[src/rtl/bcd_pkg.sv]
// bcd_pkg: shared constants, FSM states and digit-sizing helper for the sequential BCD converter.
package bcd_pkg;
  localparam int BCD_DIGIT_W = 4;
  localparam int ADJ_THRESH = 5;
  typedef enum logic [1:0] {IDLE, SHIFT, DONE} state_t;
  function automatic int min_digits(input int w);
    return (w * 30103 + 99999) / 100000;
  endfunction
endpackage

[src/rtl/bcd_digit_adj.sv]
// bcd_digit_adj: double-dabble add-3 correction for one BCD digit (wraps mod 16).
module bcd_digit_adj
  import bcd_pkg::*;
(
  input  logic [BCD_DIGIT_W-1:0] din,
  output logic [BCD_DIGIT_W-1:0] dout
);
  assign dout = din >= BCD_DIGIT_W'(ADJ_THRESH) ? din + BCD_DIGIT_W'(3) : din;
endmodule

[src/rtl/seq_bin2bcd.sv]
// seq_bin2bcd: iterative double-dabble binary to packed BCD with start/busy/done handshake and overflow flag.
// Leading-zero blanking is built only when SEQ_BIN2BCD_BLANK_EN is defined; otherwise blank is tied low.
module seq_bin2bcd
  import bcd_pkg::*;
#(
  parameter int BIN_W  = 8,
  parameter int DIGITS = 3
) (
  input  logic                          CLOCK_50,
  input  logic                          reset,
  input  logic                          start,
  input  logic [BIN_W-1:0]              bin,
  output logic                          busy,
  output logic                          done,
  output logic [BCD_DIGIT_W*DIGITS-1:0] bcd,
  output logic                          ovf,
  output logic [DIGITS-1:0]             blank
);
  localparam int BCD_W = BCD_DIGIT_W * DIGITS;
  localparam int CNT_W = $clog2(BIN_W + 1);
  if (BIN_W < 1 || DIGITS < 1) begin : g_bad_params
    $error("seq_bin2bcd: BIN_W and DIGITS must both be >= 1");
  end
  if (DIGITS < min_digits(BIN_W)) begin : g_narrow
    $info("seq_bin2bcd: DIGITS=%0d cannot hold every BIN_W=%0d value; ovf may assert", DIGITS, BIN_W);
  end
  state_t state, state_n;
  logic [BCD_W-1:0] scratch, adj, scratch_n;
  logic [BIN_W-1:0] shadow, shadow_n;
  logic [CNT_W-1:0] cnt;
  logic [BCD_W+BIN_W:0] shifted;
  logic ovf_acc, ovf_n, last;
  for (genvar i = 0; i < DIGITS; i++) begin : g_adj
    bcd_digit_adj u_adj (
      .din (scratch[BCD_DIGIT_W*i +: BCD_DIGIT_W]),
      .dout(adj[BCD_DIGIT_W*i +: BCD_DIGIT_W])
    );
  end
  // The top bit of the shifted vector is the carry out of the highest digit.
  assign shifted   = {adj, shadow, 1'b0};
  assign scratch_n = shifted[BCD_W+BIN_W-1:BIN_W];
  assign shadow_n  = shifted[BIN_W-1:0];
  assign ovf_n     = ovf_acc | shifted[BCD_W+BIN_W];
  assign last      = cnt == CNT_W'(1);
  assign busy      = state != IDLE;
  assign done      = state == DONE;
  always_ff @(posedge CLOCK_50) begin
    if (reset) state <= IDLE;
    else state <= state_n;
  end
  always_comb begin
    state_n = state;
    state_n = (state == IDLE && start) ? SHIFT :
              (state == SHIFT && last) ? DONE  :
              (state == DONE)          ? IDLE  : state;
  end
  // Results load on the final shift so they are already valid in the DONE cycle.
  always_ff @(posedge CLOCK_50) begin
    if (reset) begin
      scratch <= '0;
      shadow  <= '0;
      cnt     <= '0;
      ovf_acc <= 1'b0;
      bcd     <= '0;
      ovf     <= 1'b0;
    end else if (state == IDLE && start) begin
      scratch <= '0;
      shadow  <= bin;
      cnt     <= CNT_W'(BIN_W);
      ovf_acc <= 1'b0;
    end else if (state == SHIFT) begin
      scratch <= scratch_n;
      shadow  <= shadow_n;
      cnt     <= cnt - CNT_W'(1);
      ovf_acc <= ovf_n;
      if (last) begin
        bcd <= scratch_n;
        ovf <= ovf_n;
      end
    end
  end
`ifdef SEQ_BIN2BCD_BLANK_EN
  logic [DIGITS-1:0] blank_n;
  logic zero;
  always_comb begin
    blank_n = '0;
    zero = 1'b1;
    for (int k = DIGITS - 1; k >= 1; k--) begin
      zero = zero && (scratch_n[BCD_DIGIT_W*k +: BCD_DIGIT_W] == '0);
      blank_n[k] = zero;
    end
  end
  always_ff @(posedge CLOCK_50) begin
    if (reset) blank <= '0;
    else if (state == SHIFT && last) blank <= blank_n;
  end
`else
  assign blank = '0;
`endif
endmodule

[config.mk]
export PLATFORM = sky130hd
export DESIGN_NAME = seq_bin2bcd
export DESIGN_NICKNAME = d
export VERILOG_FILES = /design/src/rtl/bcd_pkg.sv /design/src/rtl/bcd_digit_adj.sv /design/src/rtl/seq_bin2bcd.sv
export SDC_FILE = /design/constraint.sdc
export NUM_CORES = 1
export LEC_CHECK = 0
export CORE_MARGIN = 8
export CORE_UTILIZATION = 45
export DETAILED_ROUTE_END_ITERATION = 8
export GPL_TIMING_DRIVEN = 0
export PLACE_DENSITY = 0.72
export SYNTH_ARGS = -nofsm -noshare
export SYNTH_HDL_FRONTEND = slang
export SYNTH_HIERARCHICAL = 1
export SYNTH_SLANG_ARGS = --single-unit
[constraint.sdc]
create_clock -name CLOCK_50 -period 3.8 [get_ports CLOCK_50]
set_input_delay 0.57 -clock CLOCK_50 [delete_from_list [all_inputs] [get_ports CLOCK_50]]
set_output_delay 0.57 -clock CLOCK_50 [all_outputs]
set_load 0.05 [all_outputs]
==> flow_metrics.env <==
export IMPL_async_reset_ff_share_pct=0
export IMPL_outcome="completed"
export IMPL_rsz0062_at_grt="no"
export IMPL_core_area_um2=4350
export IMPL_cts_resized=0
export IMPL_min_period_ns=2.65
export IMPL_holdWs_ns=0.457
export IMPL_yosysWarnings=6
export IMPL_ioPinCount=29
export IMPL_cts_hold_buf=0
export IMPL_worstPathMaxFanout=10
export IMPL_synth_seq_cells=40
export IMPL_required_ns=3.23
export IMPL_yosys_top_cells_area="dfxtp_1 (39%), nand2_1 (11%), mux2i_1 (7.4%)"
export IMPL_ant_nets=0
export IMPL_routabilityCongestion=0.766
export IMPL_yosysSeqAreaShare_pct=39.3
export IMPL_register_area_um2=801
export IMPL_ctsHtreeMaxLevel=2
export IMPL_routed_wl_um=4270
export IMPL_grt_pass1_vias=1584
export IMPL_top_layer="met4"
export IMPL_powerDensity_nw_per_um2=344
export IMPL_skew_ns=0.00311
export IMPL_synth_top_cell_area_share_pct=39.3
export IMPL_viasPerCell=5.01
export IMPL_grt_max_degree=12
export IMPL_drv_slew=0
export IMPL_tightest_slew_ns=0.561
export IMPL_drt_iter0_drc=81
export IMPL_clockBufferDepth=2
export IMPL_fp_dieArea_um2=6930
export IMPL_io_buffers=25
export IMPL_vias=1709
export IMPL_gr_usage_all_layers_pct=12.6
export IMPL_die_width_um=83.3
export IMPL_crit_path_start_kind="flop"
export IMPL_multi_input_area_um2=1080
export IMPL_clk_latency_ns=0.29
export IMPL_wl_met2_um=2010
export IMPL_place_inst=333
export IMPL_yosysUniqueCellTypes=36
export IMPL_hp_start="bcd[8]"
export IMPL_wl_per_cell_um=12.5
export IMPL_antenna_found_initial=0
export IMPL_synth_largest_area_cell="dfxtp_1"
export IMPL_fin_setup_tns_ns=0
export IMPL_ys_flop_type="dfxtp_1"
export IMPL_cts_root_buf="clkbuf_8"
export IMPL_yosysMostFrequentCell="nand2_1"
export IMPL_hold_viol=0
export IMPL_routedLengthMet1_um=2050
export IMPL_relSlewSlack_pct=62.6
export IMPL_overflow=0
export IMPL_synth_common_cells="nand2_1 (62), dfxtp_1 (40), a21oi_1 (22)"
export IMPL_drive_above_1_share_pct=8.65
export IMPL_clk_pin_slew_worst_paths_ns=0.07
export IMPL_max_freq_mhz=378
export IMPL_dr_pass1_iters=4
export IMPL_dpl_hpwl_um=3090
export IMPL_syn2layout_area_growth_pct=20.3
export IMPL_syn_inst=254
export IMPL_critPathCaptureType="output pin"
export IMPL_maxCapViolCount=0
export IMPL_synth_area_per_cell_um2=8.01
export IMPL_fin_cells=341
export IMPL_worstSetupPathType="reg2out"
export IMPL_clock_sinks=40
export IMPL_route_met3_wl_um=136
export IMPL_cts_setup_buffers=0
export IMPL_startpoint="state[1]"
export IMPL_holdCritPathClass="reg2reg"
export IMPL_netlist_area_um2=2040
export IMPL_p_leak_nw=0.902
export IMPL_cp_data_arrival_time_ns=2.08
export IMPL_nNetsFinal=307
export IMPL_fillCellCount=417
export IMPL_setup_violations=0
export IMPL_finalCritPeriodShare_pct=69.6
export IMPL_rr_startpoint="state[0]"
export IMPL_initial_core_util_pct=46.8
export IMPL_cts_buffers=5
export IMPL_grt_pass1_wl_um=7300
export IMPL_num_rows=24
export IMPL_drc=0
export IMPL_final_core_util_pct=56.2
export IMPL_die_height_um=83.3
export IMPL_ir_drop_v=0.000199
export IMPL_cts_tree="yes"
export IMPL_insertedDiodeCount=0
export IMPL_synth_edf_count=0
-- cell families after synthesis --
kind of cell,share of synthesized area (%)
XOR/XNOR,2.15
multiplexers,7.38
buffers and inverters,7.99
other,0.184
adder cells (fa/ha/maj),4.92
AND/OR/NAND/NOR,21.9
flip-flops,39.3
AO/OA/AOI/OAI,16.2
-- power breakdown --
part	internal [mW]	switching (mW)
logic	0.0469	0.0654
clock network	0.148	0.139
registers	0.433	0.0108
-- cell usage in the layout, fill, tap and decap left out, types with 4 or more instances in the layout --
master and n:
mux2i_1 15, xnor2_1 4, ha_1 8, inv_1 18, dfxtp_1 40, a22o_1 5, clkbuf_1 7, buf_2 4
clkbuf_8 6, a21oi_1 22, nand2b_1 7, nand2_1 62, clkdlybuf4s50_1 25, o21ai_0 11, nor2_1 16
-- metal layers --
layer	vias up	track usage, %
met4	0	6.23
li1	899	-
met3	7	3.61
met2	25	20.7
met5	-	0
met1	778	14.4
-- state kept, by name (all words and copies together), names as in the netlist --
register / count
state: 2
scratch: 12
ovf: 1
bcd: 12
ovf_acc: 1
shadow: 8
cnt: 4
-- critical path, stage by stage (launching register included) --
cell and delay, ns:
dfxtp_1 0.32, clkbuf_1 0.29, inv_1 0.23, nor2_1 0.13, clkdlybuf4s50_1 0.81
-- per-stage QoR --
step	setup slack [ns]	cell area, um^2	power, mW
floorplan	1.88	2040	0.531
global placement	1.48	2360	0.563
detailed placement	1.47	2360	0.565
CTS	1.13	2450	0.855
global route	1.01	2450	0.886
finish	1.15	2450	0.843
-- worst paths after layout --
check	end	slack, ns	cells past startpoint
min reg2reg	bcd[8]	0.46	2
max reg2reg	scratch[8]	2.24	6
max	done	1.15	4
min	bcd[8]	0.46	2
-- area by class of cell --
class                      instances  share of cell area, %
multi-input combinational        181                   44.1
timing repair buffer              25                   10.2
buffer                            17                   3.88
clock buffer                       8                   3.68
inverter                          18                   2.76
sequential                        40                   32.7
tap                               52                   2.66
Power figures use the tool's default switching activity.
